$ cat config.mk
export PLATFORM = sky130hd
export DESIGN_NAME = fetch_queue_filler
export DESIGN_NICKNAME = d
export VERILOG_FILES = /design/src/rtl/fetch_queue_filler.sv
export SDC_FILE = /design/constraint.sdc
export NUM_CORES = 1
export LEC_CHECK = 0
export CAP_MARGIN = 25
export CORE_MARGIN = 1.5
export CORE_UTILIZATION = 40
export CTS_BUF_LIST = sky130_fd_sc_hd__clkbuf_2
export DETAILED_ROUTE_END_ITERATION = 8
export PLACE_DENSITY = 0.65
export SYNTH_ARGS = -nofsm -noshare
export SYNTH_HDL_FRONTEND = slang
export SYNTH_SLANG_ARGS = --single-unit
$ cat constraint.sdc
create_clock -name clk -period 3.5 [get_ports clk]
set_input_delay 0.35 -clock clk [delete_from_list [all_inputs] [get_ports clk]]
set_output_delay 0.35 -clock clk [all_outputs]
set_load 0.01 [all_outputs]
$ cat src/rtl/fetch_queue_filler.sv
// Fetch stage that feeds the instruction queue. It generates sequential PCs and
// issues imem requests within a credit limit, pairs in-order responses with their
// tagged PCs, pushes {epoch, pc, instr} to the queue, and discards in-flight
// work when a branch redirect arrives.
module fetch_queue_filler #(
    parameter int unsigned       AddrW          = 32,
    parameter int unsigned       InstrW         = 32,
    parameter int unsigned       QueueDepth     = 16,
    parameter int unsigned       MaxOutstanding = 4,
    parameter int unsigned       EpochW         = 3,
    parameter logic [AddrW-1:0]  ResetPc        = '0
) (
    input  logic                                 clk,
    input  logic                                 rstn,
    input  logic                                 redirect_valid,
    input  logic [AddrW-1:0]                     redirect_pc,
    output logic                                 imem_req_valid,
    output logic [AddrW-1:0]                     imem_req_addr,
    input  logic                                 imem_req_ready,
    input  logic                                 imem_rsp_valid,
    input  logic [InstrW-1:0]                    imem_rsp_data,
    output logic                                 q_push,
    output logic [EpochW+AddrW+InstrW-1:0]       q_data,
    input  logic                                 q_full,
    input  logic                                 q_pop_accepted,
    output logic [EpochW-1:0]                    fetch_epoch,
    output logic [$clog2(MaxOutstanding+1)-1:0]  outstanding
);

    localparam int unsigned CntW   = $clog2(MaxOutstanding + 1);
    localparam int unsigned OccW   = $clog2(QueueDepth + 1);
    localparam int unsigned SumW   = OccW + CntW + 1;
    localparam int unsigned PtrW   = (MaxOutstanding > 1) ? $clog2(MaxOutstanding) : 1;
    localparam int unsigned TagW   = EpochW + AddrW;
    localparam int unsigned QDataW = EpochW + AddrW + InstrW;
    localparam logic [AddrW-1:0] PcStep = AddrW'(InstrW / 8);

    // Architectural state
    logic [AddrW-1:0]  pc;
    logic [EpochW-1:0] epoch;
    logic [OccW-1:0]   occ;
    logic [CntW-1:0]   drop_cnt;
    logic [PtrW-1:0]   wr_ptr;
    logic [PtrW-1:0]   rd_ptr;
    logic [TagW-1:0]   tags [MaxOutstanding];
    logic              run;

    // Next-state values
    logic [AddrW-1:0]  pc_d;
    logic [EpochW-1:0] epoch_d;
    logic [OccW-1:0]   occ_d;
    logic [CntW-1:0]   outstanding_d;
    logic [CntW-1:0]   drop_cnt_d;
    logic [PtrW-1:0]   wr_ptr_d;
    logic [PtrW-1:0]   rd_ptr_d;
    logic              q_push_d;
    logic [QDataW-1:0] q_data_d;

    logic              fire;
    logic              keep;
    logic [EpochW-1:0] tag_epoch;
    logic [AddrW-1:0]  tag_pc;
    logic [SumW-1:0]   credit_sum;

    function automatic logic [PtrW-1:0] ptr_inc(input logic [PtrW-1:0] p);
        return (p == PtrW'(MaxOutstanding - 1)) ? '0 : p + PtrW'(1);
    endfunction

    // Credit view: queue occupancy, requests in flight and the push about to land
    assign credit_sum = SumW'(occ) + SumW'(outstanding) + SumW'(q_push);

    // Request is combinational so a redirect suppresses it in the same cycle
    assign imem_req_valid = run && !redirect_valid
                            && (outstanding < CntW'(MaxOutstanding))
                            && (credit_sum < SumW'(QueueDepth - 1));
    assign imem_req_addr  = pc;
    assign fetch_epoch    = epoch;

    // Next-state: PC/epoch, in-flight accounting, drop decision and queue push
    always_comb begin
        pc_d          = pc;
        epoch_d       = epoch;
        occ_d         = occ + OccW'(q_push) - OccW'(q_pop_accepted);
        outstanding_d = outstanding;
        drop_cnt_d    = drop_cnt;
        wr_ptr_d      = wr_ptr;
        rd_ptr_d      = rd_ptr;
        q_push_d      = 1'b0;
        q_data_d      = q_data;

        fire                = imem_req_valid && imem_req_ready;
        {tag_epoch, tag_pc} = tags[rd_ptr];
        keep                = imem_rsp_valid && !redirect_valid
                              && (drop_cnt == '0) && (tag_epoch == epoch);

        if (redirect_valid) begin
            pc_d    = redirect_pc;
            epoch_d = epoch + EpochW'(1);
        end else if (fire) begin
            pc_d = pc + PcStep;
        end

        if (fire) begin
            wr_ptr_d = ptr_inc(wr_ptr);
        end
        if (imem_rsp_valid) begin
            rd_ptr_d = ptr_inc(rd_ptr);
        end

        case ({fire, imem_rsp_valid})
            2'b10:   outstanding_d = outstanding + CntW'(1);
            2'b01:   outstanding_d = outstanding - CntW'(1);
            default: outstanding_d = outstanding;
        endcase

        // Everything still in flight after a redirect belongs to the old path
        if (redirect_valid) begin
            drop_cnt_d = outstanding_d;
        end else if (imem_rsp_valid && !keep && (drop_cnt != '0)) begin
            drop_cnt_d = drop_cnt - CntW'(1);
        end

        if (keep) begin
            q_push_d = 1'b1;
            q_data_d = {tag_epoch, tag_pc, imem_rsp_data};
        end
    end

    // State register
    always_ff @(posedge clk or negedge rstn) begin
        if (!rstn) begin
            pc          <= ResetPc;
            epoch       <= '0;
            occ         <= '0;
            outstanding <= '0;
            drop_cnt    <= '0;
            wr_ptr      <= '0;
            rd_ptr      <= '0;
            q_push      <= 1'b0;
            q_data      <= '0;
            run         <= 1'b0;
        end else begin
            pc          <= pc_d;
            epoch       <= epoch_d;
            occ         <= occ_d;
            outstanding <= outstanding_d;
            drop_cnt    <= drop_cnt_d;
            wr_ptr      <= wr_ptr_d;
            rd_ptr      <= rd_ptr_d;
            q_push      <= q_push_d;
            q_data      <= q_data_d;
            run         <= 1'b1;
        end
    end

    // Tag tracker storage: {epoch, pc} of each accepted request, in issue order
    always_ff @(posedge clk or negedge rstn) begin
        if (!rstn) begin
            for (int i = 0; i < MaxOutstanding; i++) begin
                tags[i] <= '0;
            end
        end else if (fire) begin
            tags[wr_ptr] <= {epoch, pc};
        end
    end

    // Credit must prevent pushing into a full queue
    push_while_full_a: assert property (@(posedge clk) disable iff (!rstn)
        !(q_push && q_full));

    // imem must not answer more requests than were accepted
    rsp_without_req_a: assert property (@(posedge clk) disable iff (!rstn)
        !(imem_rsp_valid && (outstanding == '0)));

endmodule

# Yosys cells after proc, flatten, opt, wreduce, memory -nomap -nowiden
# Index checks and enable logic that the tools add are counted.
dict set report op_classes {
  eq_ne 5
  order_cmp 5
  n_addsub 11
  n_bitwise 2
  reduce_logical 16
  n_mux 14
}
# op n
set op_table {}
lappend op_table {{$bwmux W140} 1}
lappend op_table {{$mux W35} 3}
lappend op_table {{$bmux W35 S2} 1}
lappend op_table {{$demux W35 S2} 1}
lappend op_table {{$mux W32} 2}
lappend op_table {{$add A32 B3 Y32 const B} 1}
lappend op_table {{$logic_and A1 B1 Y1} 10}
lappend op_table {{$add A6 B1 Y7} 1}
lappend op_table {{$lt A7 B4 Y1 const B} 1}
lappend op_table {{$add A3 B1 Y3 const B} 2}
lappend op_table {{$add A5 B3 Y6} 1}
lappend op_table {{$eq A2 B2 Y1 const B} 3}
lappend op_table {{$ge A3 B3 Y1 const B} 2}
lappend op_table {{$mux W3} 2}
lappend op_table {{$not A2 Y3} 2}
lappend op_table {{$pmux W3 S2} 1}
lappend op_table {{$sub A3 B1 Y3 const B} 2}
lappend op_table {{$add A5 B1 Y5} 1}
lappend op_table {{$sub A5 B1 Y5} 1}
lappend op_table {{$add A2 B1 Y2 const B} 2}
lappend op_table {{$mux W2} 2}
lappend op_table {{$reduce_bool A2 Y1} 2}
lappend op_table {{$eq A3 B3 Y1} 1}
lappend op_table {{$logic_not A3 Y1} 1}
lappend op_table {{other kinds (6)} 7}
dict set report word_totals {
  regBits 259
  in_bits 71
  out_inout_bits 107
}

# Longest topological paths before layout
# Gate-level depths: netlist of the first run.
dict set report depth {
  word_depth 11
  mapped_depth 17
}

# Worst setup path before layout of the first run
# No wires, ideal clock.
dict set report synth_timing {
  path_type {flip-flop to flip-flop}
  from {register q_push}
  to {register drop_cnt[2]}
  n_path_buf 1
  setup_slack_ns 0.017
  t_required_ns 3.417
  path_stages_with_launch 17
  arrival_ns 3.400
  path_cell_list {dfrtp_1 fa_1 inv_1 fa_1 nand3b_1 a21oi_2 nor2_8 inv_2 clkbuf_1 ha_1 inv_1 fa_1 xor2_1 nor2_1 xor2_1 nand2_1 o21ai_0}
}
dict set report synth_via {
  elab_chain_len 7
  word_cells_on_any_way 8
}
# item line
set synth_rtl {}
lappend synth_rtl {{from (decl)} 22} ;# output logic q_push,
lappend synth_rtl {{from (signal assigned)} 150} ;# q_push <= q_push_d;
lappend synth_rtl {{$add A6 B1 Y7 *} 70} ;# assign credit_sum = SumW'(occ) + SumW'(outstanding) + SumW'(q_push);
lappend synth_rtl {{$lt A7 B4 Y1 *} 75} ;# && (credit_sum < SumW'(QueueDepth - 1));
lappend synth_rtl {{$logic_and A1 B1 Y1 *} 75}
lappend synth_rtl {{$logic_and A1 B1 Y1 *} 91} ;# fire = imem_req_valid && imem_req_ready;
lappend synth_rtl {{$eq A2 B1 Y1 or $eq A2 B2 Y1 (tied branches)} 110} ;# case ({fire, imem_rsp_valid})
lappend synth_rtl {{$pmux W3 S2 *} 110}
lappend synth_rtl {{via outstanding_d[2]} 52} ;# logic [CntW-1:0] outstanding_d;
lappend synth_rtl {{$mux W3 *} 117} ;# if (redirect_valid) begin
lappend synth_rtl {{to (signal assigned)} 147} ;# drop_cnt <= drop_cnt_d;
lappend synth_rtl {{to (decl)} 42} ;# logic [CntW-1:0] drop_cnt;
# Mark *: on every way through the listed nets, which the timed path passes. The rest lies on a longest branch.
# A chain may end at the register's enable or synchronous reset.

# Worst setup path in the final report of the first run
dict set report layout_timing {
  from {register q_push}
  to {output port imem_req_valid}
}
dict set report layout_via {
  elab_chain_len 3
}
# item line
set layout_rtl {}
lappend layout_rtl {{$add A6 B1 Y7} 70}
lappend layout_rtl {{$lt A7 B4 Y1} 75}
lappend layout_rtl {{$logic_and A1 B1 Y1} 75}
lappend layout_rtl {{to (decl)} 17} ;# output logic imem_req_valid,
# No other way between the ends.

==> impl_metrics.py, run 1 <==
metrics = {
    "status": {
        "run_status": "finished clean",
    },
    "synth": {
        "synthArstFlopShare_pct": 100,
        "synth_top_area_share_pct": 54.7,
        "synth_warnings": 0,
        "synth_cell_types": 62,
        "syn_avg_cell_area_sq_um": 14.3,
        "netlist_top_cells_area": "dfrtp_1 55%, mux2_2 14%, mux4_2 6.7%",
        "synth_edf_count": 0,
        "synth_nets": 923,
        "yosys.area.top_type": "dfrtp_1",
        "synth_ff_type": "dfrtp_1",
        "synth_seq_cells": 259,
        "syn_area_sq_mm": 0.0118,
        "ys_seq_area_share_pct": 54.7,
        "syn-instance-count": 830,
    },
    "floorplan": {
        "core_sq_mm": 0.0289,
        "ioPinCount": 178,
        "dieArea_sq_mm": 0.0307,
        "die_w_um": 175,
        "die_h_um": 175,
        "start_util_pct": 40.9,
        "rows": 62,
    },
    "clock_network": {
        "clockBufferDepth": 3,
        "numCtsBuffers": 69,
        "cts_root_buf": "clkbuf_2",
        "ctsHtreeMaxLevel": 3,
        "cts_tree": "yes",
        "insertion_delay_ps": 830,
        "cts.sinks": 259,
        "clk_pin_slew_worst_paths_ps": 90,
    },
    "placed_design": {
        "dp_hpwl_um": 17800,
        "dp_cells": 1365,
        "io_buffers": 176,
        "place_congestion": 0.745,
    },
    "worst_setup_path": {
        "critPathArrivalTime_ps": 2930,
        "crit_required_ps": 3150,
        "crit_chain": "fa_1 > inv_1 > fa_1 > nor2b_1 > o21ai_0 > nor3b_1 > o21ai_0 > nor2_1 > dlygate4sd2_1",
        "end_kind": "output port",
        "start_kind": "register",
        "critical-path-max-stage-delay_ps": 460,
        "cpMaxStageDelayCell": "fa_1",
        "path_class": "reg -> out",
        "worstPathMaxFanout": 3,
    },
    "pwr": {
        "p_per_area_mw_per_mm2": 689,
        "vdd_drop_max_mv": 0.395,
        "p_leak_nw": 7.04,
    },
    "route": {
        "vias": 7672,
        "vias_per_cell": 5.17,
        "drt_iter0_drc": 354,
        "drt_pre_antenna_iters": 4,
        "drc_errors": 0,
        "ant_nets": 0,
        "drt-total-wl_um": 27200,
        "wl_per_cell_um": 18.3,
    },
    "timing": {
        "period_needed_ps": 3280,
        "finalHoldViolCount": 0,
        "relSlewSlack_pct": 58.9,
        "setup_viol_count_final": 0,
        "tightestPinTransition_ps": 616,
        "slew_viol_final": 0,
        "timing.final.crit_share_pct": 93.6,
        "whs_ps": 92.1,
        "skew_ps": 89.5,
        "fin_setup_tns_ps": 0,
        "rsz0062_at_grt": "false",
        "max_freq_mhz": 305,
    },
    "global_routing": {
        "grt_pass1_wl_um": 43700,
        "grt_pass1_vias": 8037,
        "grtUsageTotal_pct": 18.3,
        "grt_max_degree": 103,
        "overflow": 0,
        "antenna_found_initial": 1,
    },
    "finish": {
        "final_cells": 1483,
        "layout.nets": 1149,
        "area_delta_synth_final_pct": 24.4,
        "drive_above_1_share_pct": 34.0,
    },
    "worst_hold_path": {
        "hp-class": "in -> async",
    },
    "job": {
        "maxCapViolCount": 0,
    },
}
## layer usage
layer	routed length, um	GRT usage, %	up-vias
met5	0	0	-
met4	522	6.02	0
met3	1500	4.68	39
met2	12700	28.8	216
met1	12500	24.7	3889
li1	-	-	3528
## state kept, by name, summed over array words and instances, names as in the netlist
name and count:
occ 5, imem_req_addr 32, rd_ptr 2, fetch_epoch 3, tags 140, drop_cnt 3
wr_ptr 2, q_push 1, run 1, outstanding 3, q_data 67
## worst max-delay path: cells and delay by family (launching register included)
family / cells / cell delay (ps)
AO/OA/AOI/OAI: 2 / 290
flip-flops: 1 / 430
AND/OR/NAND/NOR: 3 / 400
buffers and inverters: 2 / 360
adder cells (fa/ha/maj): 2 / 650
## final timing paths
check	start	endpoint	slack, ps	depth (start not counted)
min reg2reg	tags[134]$_DFFE_PN0P_	tags[134]$_DFFE_PN0P_	490	1
max	q_push$_DFF_PN0_	imem_req_valid	220	9
min	rstn	q_data[58]$_DFFE_PN0P_	90	2
max in group asynchronous	rstn	tags[6]$_DFFE_PN0P_	2420	3
min in group clk	redirect_pc[17]	imem_req_addr[17]$_DFFE_PN0N_	100	3
max reg2reg	q_push$_DFF_PN0_	tags[42]$_DFFE_PN0P_	230	11
## cells by family after synthesis
kind of cell             synth area share (%)
AO/OA/AOI/OAI                            5.35
XOR/XNOR                                 1.03
adder cells (fa/ha/maj)                  2.58
buffers and inverters                    3.32
flip-flops                               54.7
multiplexers                             27.7
other                                  0.0317
AND/OR/NAND/NOR                          5.27
## final cells by class
class / instances / area, sq um
Antenna cell: 1 / 2.50
Clock buffer: 96 / 480
Clock inverter: 17 / 126
Fill cell: 2518 / 14200
Inverter: 31 / 116
Multi-Input combinational cell: 487 / 4990
Sequential cell: 259 / 6480
Tap cell: 384 / 480
Timing Repair Buffer: 208 / 2060
## Yosys cell counts (3+ instances only)
cell type and instances:
and3_1 5, nor3_1 12, clkbuf_2 3, xor2_1 5, o211ai_1 3, ha_1 18, nor3b_1 3, o41ai_1 3
mux4_2 35, o31a_1 3, nand2_1 33, a21boi_0 3, inv_1 29, a21oi_1 6, mux2_2 152, nand3_1 13
nand4_1 7, nand2_2 3, mux2_1 30, a21bo_2 7, and4_1 3, o21ai_0 30, a221o_1 14, nor2_1 16
mux2_4 29, a21o_1 5, fa_1 4, buf_2 23, buf_6 6, xnor2_1 9, or3_1 6, clkbuf_1 19
dfrtp_1 259, nor2b_1 3
## power breakdown
part / total [mW] / internal [mW] / switching [mW]
logic: 3.58 / 2.11 / 1.47
registers: 4.48 / 3.88 / 0.603
clock network: 2.09 / 0.880 / 1.21
total: 10.1 / 6.87 / 3.28
## stage by stage
stage | utilization, % | area (sq um) | total power, mW | setup WS [ps]
floorplan | - | 11800 | 6.67 | 16.9
global placement | 48.7 | 14100 | 8.03 | 248
detailed placement | 48.7 | 14100 | 8.13 | 210
CTS | 50.9 | 14700 | 10.3 | 146
global route | 50.9 | 14700 | 10.8 | 26.0
finish | 50.9 | 14700 | 10.1 | 225
## cell usage in the layout (no fill, tap or decap), types with 4 or more instances in the layout
cell type	Yosys	layout
nand3_1	13	13
fa_1	4	4
xor2_1	5	5
a221o_1	14	14
ha_1	18	18
xnor2_1	9	9
mux2_1	30	30
nor2_1	16	16
buf_12	0	4
buf_4	0	26
a21oi_1	6	6
inv_1	29	29
clkinv_1	1	11
dfrtp_1	259	257
clkdlybuf4s50_1	0	173
a21o_1	5	5
mux4_2	35	35
mux2_4	29	29
mux2_2	152	152
and3_1	5	5
nand2_1	33	32
nor3_1	12	12
nand4_1	7	7
o21ai_0	30	30
a21bo_2	7	7
or3_1	6	6
clkbuf_2	3	96
## timing repair
action                                  4_1_cts  5_1_grt
endpoints found under the setup margin        1        0
endpoints found under the hold margin        80        0
resized for setup                             2        0
hold buffers                                  2        0
buffers inserted                              2        0
(Power assumes the default switching activity.)
==> run 2: changes to the inputs <==
--- a/config.mk
+++ b/config.mk
@@ -6,7 +6,7 @@
 export NUM_CORES = 1
 export LEC_CHECK = 0
 export CAP_MARGIN = 25
-export CORE_MARGIN = 1.5
+export CORE_MARGIN = 8
 export CORE_UTILIZATION = 40
 export CTS_BUF_LIST = sky130_fd_sc_hd__clkbuf_2
 export DETAILED_ROUTE_END_ITERATION = 8
==> impl_metrics.py, run 2 (synthesis gave the netlist of run 1 again) <==
metrics = {
    "status": {
        "run_status": "finished clean",
    },
    "finish": {
        "area_delta_synth_final_pct": 25.0,
        "layout_commonest_cell": "dfrtp_1",
        "layout.nets": 1144,
        "final_cell_mix": "256 x dfrtp_1, 173 x clkdlybuf4s50_1, 152 x mux2_2",
        "finish.utilization_pct": 50.4,
        "drive_above_1_share_pct": 34.5,
        "largest_reg_flops": 140,
        "top_register": "tags",
    },
    "timing": {
        "setup_viol_count_final": 0,
        "max_freq_mhz": 305,
        "slew_viol_final": 0,
        "skew_ps": 82.8,
        "fin_setup_tns_ps": 0,
        "timing.final.crit_share_pct": 93.6,
        "finalHoldViolCount": 0,
        "setup_ws_ps": 224,
        "rsz0062_at_grt": "false",
        "tightestPinTransition_ps": 617,
        "relSlewSlack_pct": 58.9,
        "whs_ps": 107,
        "period_needed_ps": 3280,
    },
    "clock_network": {
        "cts_root_buf": "clkbuf_2",
        "numCtsBuffers": 71,
        "cts_tree": "yes",
        "clk_pin_slew_worst_paths_ps": 100,
        "clockBufferDepth": 3,
        "cts.sinks": 259,
        "ctsHtreeMaxLevel": 3,
        "insertion_delay_ps": 840,
    },
    "global_routing": {
        "grt_pass1_wl_um": 46700,
        "grt_pass1_vias": 8296,
        "grt.busiest_layer": "met2",
        "overflow": 0,
        "grtUsageMet3_pct": 5.59,
        "gr-usage-met2_pct": 25.7,
        "grtUsageTotal_pct": 16.5,
        "grt_max_degree": 111,
        "met1_usage_pct": 21.6,
        "antenna_found_initial": 2,
    },
    "route": {
        "wl_per_cell_um": 19.1,
        "drt-total-wl_um": 28500,
        "drt_iter0_drc": 453,
        "drc_errors": 0,
        "vias": 7651,
        "ant_nets": 0,
        "drt_pre_antenna_iters": 4,
        "vias_per_cell": 5.13,
    },
    "worst_setup_path": {
        "crit_required_ps": 4220,
        "start_kind": "register",
        "cpMaxStageDelayCell": "fa_1",
        "worstPathMaxFanout": 3,
        "crit_top_cell": "fa_1",
        "regToRegSetupSlack_ps": 220,
        "end_kind": "register",
        "crit_chain": "fa_1 > inv_1 > fa_1 > nand3b_1 > a21oi_4 > buf_4 > nor2_8 > inv_2 > ha_1 > inv_1 > fa_1 > xor2_1 > nor2_1 > xor2_1 > nand2_1 > o21ai_0",
        "critPathArrivalTime_ps": 4000,
        "critical-path-max-stage-delay_ps": 460,
        "path_class": "reg -> reg",
    },
    "floorplan": {
        "ioPinCount": 178,
        "dieArea_sq_mm": 0.0354,
        "core_sq_mm": 0.0294,
        "rows": 63,
        "die_h_um": 188,
        "start_util_pct": 40.3,
        "die_w_um": 188,
    },
    "worst_hold_path": {
        "hp-class": "in -> async",
    },
    "pwr": {
        "power_frac_comb_pct": 34.6,
        "vdd_drop_max_mv": 0.479,
        "power.switching_mw": 3.35,
        "p_int_mw": 7.00,
        "clkPwrFrac_pct": 21.8,
        "p_leak_nw": 7.07,
        "p_seq_share_pct": 43.6,
        "sw_frac_of_total_pct": 32.4,
        "p_per_area_mw_per_mm2": 699,
    },
    "placed_design": {
        "place_congestion": 0.763,
        "io_buffers": 176,
        "dp_slack_ps": 216,
        "dp_hpwl_um": 18700,
    },
    "job": {
        "maxCapViolCount": 0,
    },
}
[run 2: layer usage]
metal | up-vias | share of wire (%)
li1 | 3501 | -
met3 | 28 | 7.2
met1 | 3902 | 45
met4 | 0 | 0.99
met2 | 220 | 47
met5 | - | 0
[run 2: what timing repair did]
action                     in CTS  in global routing
setup endpoints to repair       1                  1
buffers inserted                1                  0
hold buffers                    1                  0
pin swaps                       0                  0
hold endpoints to repair       74                  0
gates resized for setup         2                  2
[run 2: worst max-delay path: cells and delay by family (launching register included)]
| kind | cells | cell delay, ps |
|---|---|---|
| and+or+nand+nor | 4 | 430 |
| AOI/OAI and AO/OA | 2 | 230 |
| adders and majority gates | 4 | 1390 |
| buffers and inverters | 4 | 360 |
| xor gates and xnor gates | 2 | 380 |
| DFF | 1 | 430 |
[run 2: final timing paths]
path | startpoint | end | depth (start not counted)
min in group clk | imem_rsp_data[7] | q_data[7]$_DFFE_PN0P_ | 2
worst max register to register | q_push$_DFF_PN0_ | drop_cnt[2]$_DFFE_PN0P_ | 16
worst max-delay path | q_push$_DFF_PN0_ | drop_cnt[2]$_DFFE_PN0P_ | 16
max in group asynchronous | rstn | tags[93]$_DFFE_PN0P_ | 3
worst min-delay path | rstn | q_data[57]$_DFFE_PN0P_ | 2
worst min register to register | tags[133]$_DFFE_PN0P_ | tags[133]$_DFFE_PN0P_ | 1
[run 2: power by group through the flow]
stage / logic (mW) / clock network (mW) / registers, mW
2_1_floorplan: 2.16 / 0 / 4.52
3_3_place_gp: 3.52 / 0 / 4.54
3_5_place_dp: 3.60 / 0 / 4.57
4_1_cts: 3.64 / 2.38 / 4.52
5_1_grt: 3.91 / 2.56 / 4.65
6_report: 3.58 / 2.26 / 4.51
[run 2: final cells by class]
type                            instances  area, sq um
Sequential cell                       259         6480
Inverter                               31          116
Fill cell                            2591        14600
Tap cell                              390          488
Timing Repair Buffer                  201         2040
Clock inverter                         18          168
Multi-Input combinational cell        487         4990
Antenna cell                            2         5.00
Clock buffer                          103          515
[run 2: per-stage QoR]
step	area, sq um	power, mW	cells
floorplan	11800	6.67	830
detailed placement	14100	8.18	1366
CTS	14800	10.5	1489
finish	14800	10.3	1491
global route	14800	11.1	1491
global placement	14100	8.06	1366
